--- src/rtl/binary_to_bcd_seq.sv ---
// Sequential binary-to-BCD converter (shift-add-3), one input bit per clock,
// with optional two's-complement input and valid/ready handshakes on both sides.
module binary_to_bcd_seq #(
  parameter int BIN_W  = 8,
  parameter int DIGITS = 3,
  parameter int SIGNED = 0
) (
  input  logic                  clk,
  input  logic                  rst_n,
  input  logic                  in_valid,
  output logic                  in_ready,
  input  logic [BIN_W-1:0]      in_data,
  output logic                  out_valid,
  input  logic                  out_ready,
  output logic [4*DIGITS-1:0]   bcd_out,
  output logic                  sign_out
);

  localparam int  BCD_W     = 4 * DIGITS;
  localparam int  WORK_W    = BCD_W + BIN_W;
  localparam int  CNT_W     = $clog2(BIN_W + 1);
  localparam bit  IS_SIGNED = (SIGNED != 0);

  // The largest unsigned input (2^BIN_W - 1) must fit in DIGITS decimal digits.
  function automatic bit digits_fit();
    logic [127:0] pow10;
    pow10 = 128'd1;
    for (int i = 0; i < DIGITS; i++) begin
      pow10 = pow10 * 128'd10;
    end
    return pow10 > ((128'd1 << BIN_W) - 128'd1);
  endfunction

  localparam bit DIGITS_OK = digits_fit();

  if (BIN_W < 2) begin : g_bin_w_check
    $error("binary_to_bcd_seq: BIN_W must be at least 2");
  end
  if (!DIGITS_OK) begin : g_digits_check
    $error("binary_to_bcd_seq: DIGITS too small to hold 2^BIN_W - 1");
  end

  typedef enum logic [1:0] {
    IDLE  = 2'd0,
    SHIFT = 2'd1,
    DONE  = 2'd2
  } state_e;

  state_e              state_q, state_d;
  logic [WORK_W-1:0]   work_q, work_d;
  logic [CNT_W-1:0]    cnt_q, cnt_d;
  logic [BCD_W-1:0]    bcd_q, bcd_d;
  logic                sign_q, sign_d;
  logic                neg_q, neg_d;
  logic [WORK_W-1:0]   adj_s;
  logic [BIN_W-1:0]    mag_s;
  logic                in_neg_s;

  assign in_neg_s = IS_SIGNED & in_data[BIN_W-1];
  assign mag_s    = in_neg_s ? (~in_data + BIN_W'(1)) : in_data;

  // Next-state, datapath and result-register update
  always_comb begin
    state_d = state_q;
    work_d  = work_q;
    cnt_d   = cnt_q;
    bcd_d   = bcd_q;
    sign_d  = sign_q;
    neg_d   = neg_q;
    adj_s   = work_q;
    case (state_q)
      IDLE: begin
        if (in_valid) begin
          work_d  = {{BCD_W{1'b0}}, mag_s};
          neg_d   = in_neg_s;
          cnt_d   = CNT_W'(BIN_W);
          state_d = SHIFT;
        end else begin
          state_d = IDLE;
        end
      end
      SHIFT: begin
        // Correct every digit before the shift so it carries into the next decade.
        for (int d = 0; d < DIGITS; d++) begin
          if (work_q[BIN_W + 4*d +: 4] >= 4'd5) begin
            adj_s[BIN_W + 4*d +: 4] = work_q[BIN_W + 4*d +: 4] + 4'd3;
          end else begin
            adj_s[BIN_W + 4*d +: 4] = work_q[BIN_W + 4*d +: 4];
          end
        end
        work_d = {adj_s[WORK_W-2:0], 1'b0};
        cnt_d  = cnt_q - CNT_W'(1);
        if (cnt_q == CNT_W'(1)) begin
          bcd_d   = work_d[WORK_W-1 -: BCD_W];
          sign_d  = neg_q;
          state_d = DONE;
        end else begin
          state_d = SHIFT;
        end
      end
      DONE: begin
        if (out_ready) begin
          state_d = IDLE;
        end else begin
          state_d = DONE;
        end
      end
      default: begin
        state_d = IDLE;
      end
    endcase
  end

  // State, working register and result registers
  always_ff @(posedge clk or negedge rst_n) begin
    if (!rst_n) begin
      state_q <= IDLE;
      work_q  <= {WORK_W{1'b0}};
      cnt_q   <= {CNT_W{1'b0}};
      bcd_q   <= {BCD_W{1'b0}};
      sign_q  <= 1'b0;
      neg_q   <= 1'b0;
    end else begin
      state_q <= state_d;
      work_q  <= work_d;
      cnt_q   <= cnt_d;
      bcd_q   <= bcd_d;
      sign_q  <= sign_d;
      neg_q   <= neg_d;
    end
  end

  assign in_ready  = (state_q == IDLE);
  assign out_valid = (state_q == DONE);
  assign bcd_out   = bcd_q;
  assign sign_out  = sign_q;

endmodule

--- config.mk ---
export PLATFORM = sky130hd
export DESIGN_NAME = binary_to_bcd_seq
export DESIGN_NICKNAME = d
export VERILOG_FILES = /design/src/rtl/binary_to_bcd_seq.sv
export SDC_FILE = /design/constraint.sdc
export NUM_CORES = 1
export LEC_CHECK = 0
export ABC_AREA = 1
export CAP_MARGIN = 20
export CORE_MARGIN = 2
export CORE_UTILIZATION = 45
export CTS_CLUSTER_SIZE = 30
export DETAILED_ROUTE_END_ITERATION = 8
export PLACE_DENSITY = 0.77
export SYNTH_ARGS = -nofsm -noshare
export SYNTH_HDL_FRONTEND = slang
export SYNTH_SLANG_ARGS = --single-unit
--- constraint.sdc ---
create_clock -name clk -period 3 [get_ports clk]
set_input_delay 0.45 -clock clk [delete_from_list [all_inputs] [get_ports clk]]
set_output_delay 0.45 -clock clk [all_outputs]
set_load 0.02 [all_outputs]
==> out/results.tsv <==
stage	metric	value	unit
yosys	Net Count, Synth	261	
clocking	clk_lat worst skew	0.29	ns
timing	Slew Limit Fails	0	
clocking	clock tree buffer depth	2	
layout	fraction of layout cells with a size suffix above 1	6.367	%
yosys	Syn Inst Count	241	
critical_path	Max FO, Critical Path	4	
power	P per Cell Area	1115	nW/um^2
critical_path	reg2reg path depth	7	
critical_path	Worst R2R End	cnt_q[2]	
place	Port Buffers	25	
yosys	Post-Syn Area per Cell	8.052	um^2
clocking	post_cts resized	0	
job	Max Cap Viol	0	
yosys	async set-reset flop share out of synthesis	100.0	%
yosys	leading area contributor after synthesis	dfrtp_1	
die	chip height	69.67	um
clocking	Clock Pin Slew Worst Setup and Hold Paths	0.07	ns
place	DP Area	2193	um^2
routing	Routed WL	3665	um
timing	Fin. Hold Viols	0	
clocking	Num CTS Buffers	5	
timing	final setup fails	0	
routing	DR WL/cell	11.56	um
grt	pin count of the biggest net entering global routing	39	
layout	area grow syn2layout	17.73	%
yosys	post-synthesis register bit count	38	
critical_path	reg2reg setup slack	1.61	ns
layout	# diodes	0	
die	die extent in x	69.67	um
timing	Fmax	494.7	MHz
grt	global-route wire length before repair	6548	um
die	I/O Pins	27	
grt	vias in the first global route	1518	
yosys	Yosys warning count	0	
timing	Setup Skew	0.008932	ns
layout	fill count	382	
critical_path	Crit Path Category	register to output pin	
routing	# DRC	0	
routing	via count	1601	
die	core footprint	4086	um^2
yosys	Synth Flop Type	dfrtp_1	
power	LEAKAGE	1.199	nW
critical_path	Max stage delay on crit path	0.64	ns
yosys	Synth area leaders	dfrtp_1 (49%), nand2_1 (20%), nand3_1 (6.2%), ha_1 (5.2%), inv_1 (3.9%)	
clocking	CTS tree	built	
critical_path	worst path cell trace	nor2_2 -> clkdlybuf4s50_1	
clocking	Post-CTS Setup Inserts	0	
yosys	share of Yosys cell area claimed by the top area cell type	49.00	%
clocking	Root Driver	clkbuf_8	
yosys	top-count cell post-synth	nand2_1	
routing	vias per inst	5.050	
power	peak supply drop	0.4747	mV
yosys	Post-synth EDFFs	0	
die	total die area	4854	um^2
place	dpl hpwl	2484	um
timing	hold slack	0.2635	ns
status	status	completed	
yosys	Commonest cells post-synth	nand2_1 (104), dfrtp_1 (38), nand3_1 (24)	
critical_path	CP bufs+invs	1	
layout	cell area after layout	2285	um^2
layout	Post-Layout Cell Count	317	
timing	worst slew pin tran	0.8531	ns
routing	number of DRC markers in iteration 0	176	
layout	Final nets	286	
critical_path	CP arrival	1.57	ns
critical_path	Worst Path Required	2.55	ns
yosys	share of the yosys chip area belonging to registers	49.00	%
grt	GR Util All Layers	16.66	%
critical_path	CP max-delay cell	clkdlybuf4s50_1	
grt	grt ovf	0	
die	starting density of the core	47.49	%
timing	slew margin rel.	43.12	%
place	Placer Congestion	0.8627	
timing	RSZ-0062 raised after global routing	no	
power	Pwr Total	2.548	mW
critical_path	CP top delay family	buffers and inverters	
critical_path	CP Launch Type	register	
routing	DRT antenna net count	0	
routing	first-pass detailed-route iteration total	4	
critical_path	Worst setup EP type	output pin	
die	Rows	23	
clocking	clock sinks	38	
yosys	Cell Area, Synth	1941	um^2
place	Inst Count DP	309	
clocking	cts hold-fix bufs	0	
critical_path	Reg-to-Reg Start	state_q[1]	
yosys	Netlist cell types	22	
timing	fin crit share	67.38	%
worst_hold_path	Hold WC Path Type	input port to asynchronous set/reset pin	
clocking	Clock H-tree levels	2	
timing	Tmin final	2.021	ns
timing	TNS Setup	0	ns
grt	antenna violations before repair	0	
==> flip-flops by register name (all words and copies together) (netlist names) <==
signal	flops
bcd_out	12
cnt_q	4
state_q	2
work_q	20
==> metal layers <==
metal	global-route usage, %	vias to the layer above	wire (um)
met1	20.80	749	1651
met4	6.624	0	56
met2	27.67	30	1808
li1	-	815	-
met3	4.215	7	148
met5	0	-	0
==> power by group <==
| part | internal, mW | switching, mW |
|---|---|---|
| combinational | 0.476 | 0.817 |
| sequential | 0.748 | 0.146 |
| clock | 0.185 | 0.176 |
==> worst register-to-register path: stages, from the launching register on <==
cell and delay [ns]:
dfrtp_1 0.39, inv_1 0.13, nand2_4 0.17, inv_2 0.33
nand2_1 0.12, nand2_1 0.08, nand2_1 0.04, nor2_1 0.07
==> layout by cell type (no fill, tap or decap), types with 2 or more instances in the layout <==
cell | synthesis | layout
nor2_1 | 5 | 5
nand4_1 | 6 | 6
ha_1 | 8 | 8
clkbuf_8 | 0 | 6
o22ai_1 | 4 | 4
clkdlybuf4s50_1 | 0 | 24
nand2_4 | 3 | 3
o21ai_0 | 12 | 12
nand3_1 | 24 | 24
inv_1 | 20 | 20
dfrtp_1 | 38 | 38
inv_2 | 2 | 2
nand2_1 | 104 | 104
==> worst max-delay path by stage <==
stage                           from    endpoint  slack [ns]  cells past startpoint
after floorplan           state_q[0]  work_q[12]        1.68                      7
after global placement    state_q[0]    in_ready        1.30                      2
after detailed placement  state_q[0]    in_ready        1.28                      2
after CTS                 state_q[0]    in_ready        0.96                      2
after global routing      state_q[0]    in_ready        0.94                      2
final                     state_q[0]    in_ready        0.98                      2
==> per-stage QoR <==
stage / worst slack (ns) / utilization [%]
global placement: 1.301 / 53.67
floorplan: 1.682 / -
CTS: 0.9633 / 55.91
finish: 0.9787 / 55.91
global route: 0.9365 / 55.91
detailed placement: 1.281 / 53.67
==> cells by family after synthesis <==
| group | after synthesis | share of synthesized area [%] |
|---|---|---|
| and+or+nand+nor | 146 | 33.08 |
| DFF | 38 | 49.00 |
| buffers and inverters | 30 | 7.415 |
| AOI/OAI and AO/OA | 18 | 5.158 |
| adders and majority gates | 8 | 5.158 |
| other | 1 | 0.1932 |
==> cell type report <==
class                   count  area [um^2]  area share (%)
multi-input cells         173        845.8           37.02
well taps                  50        62.56           2.738
repair buffers             25        245.2           10.73
clock inverters             1        5.005          0.2191
flip-flops and latches     38        950.9           41.62
clock buffers               7        86.33           3.779
inverters                  23        88.84           3.888
Note: power is estimated with default switching activity, not from simulation.
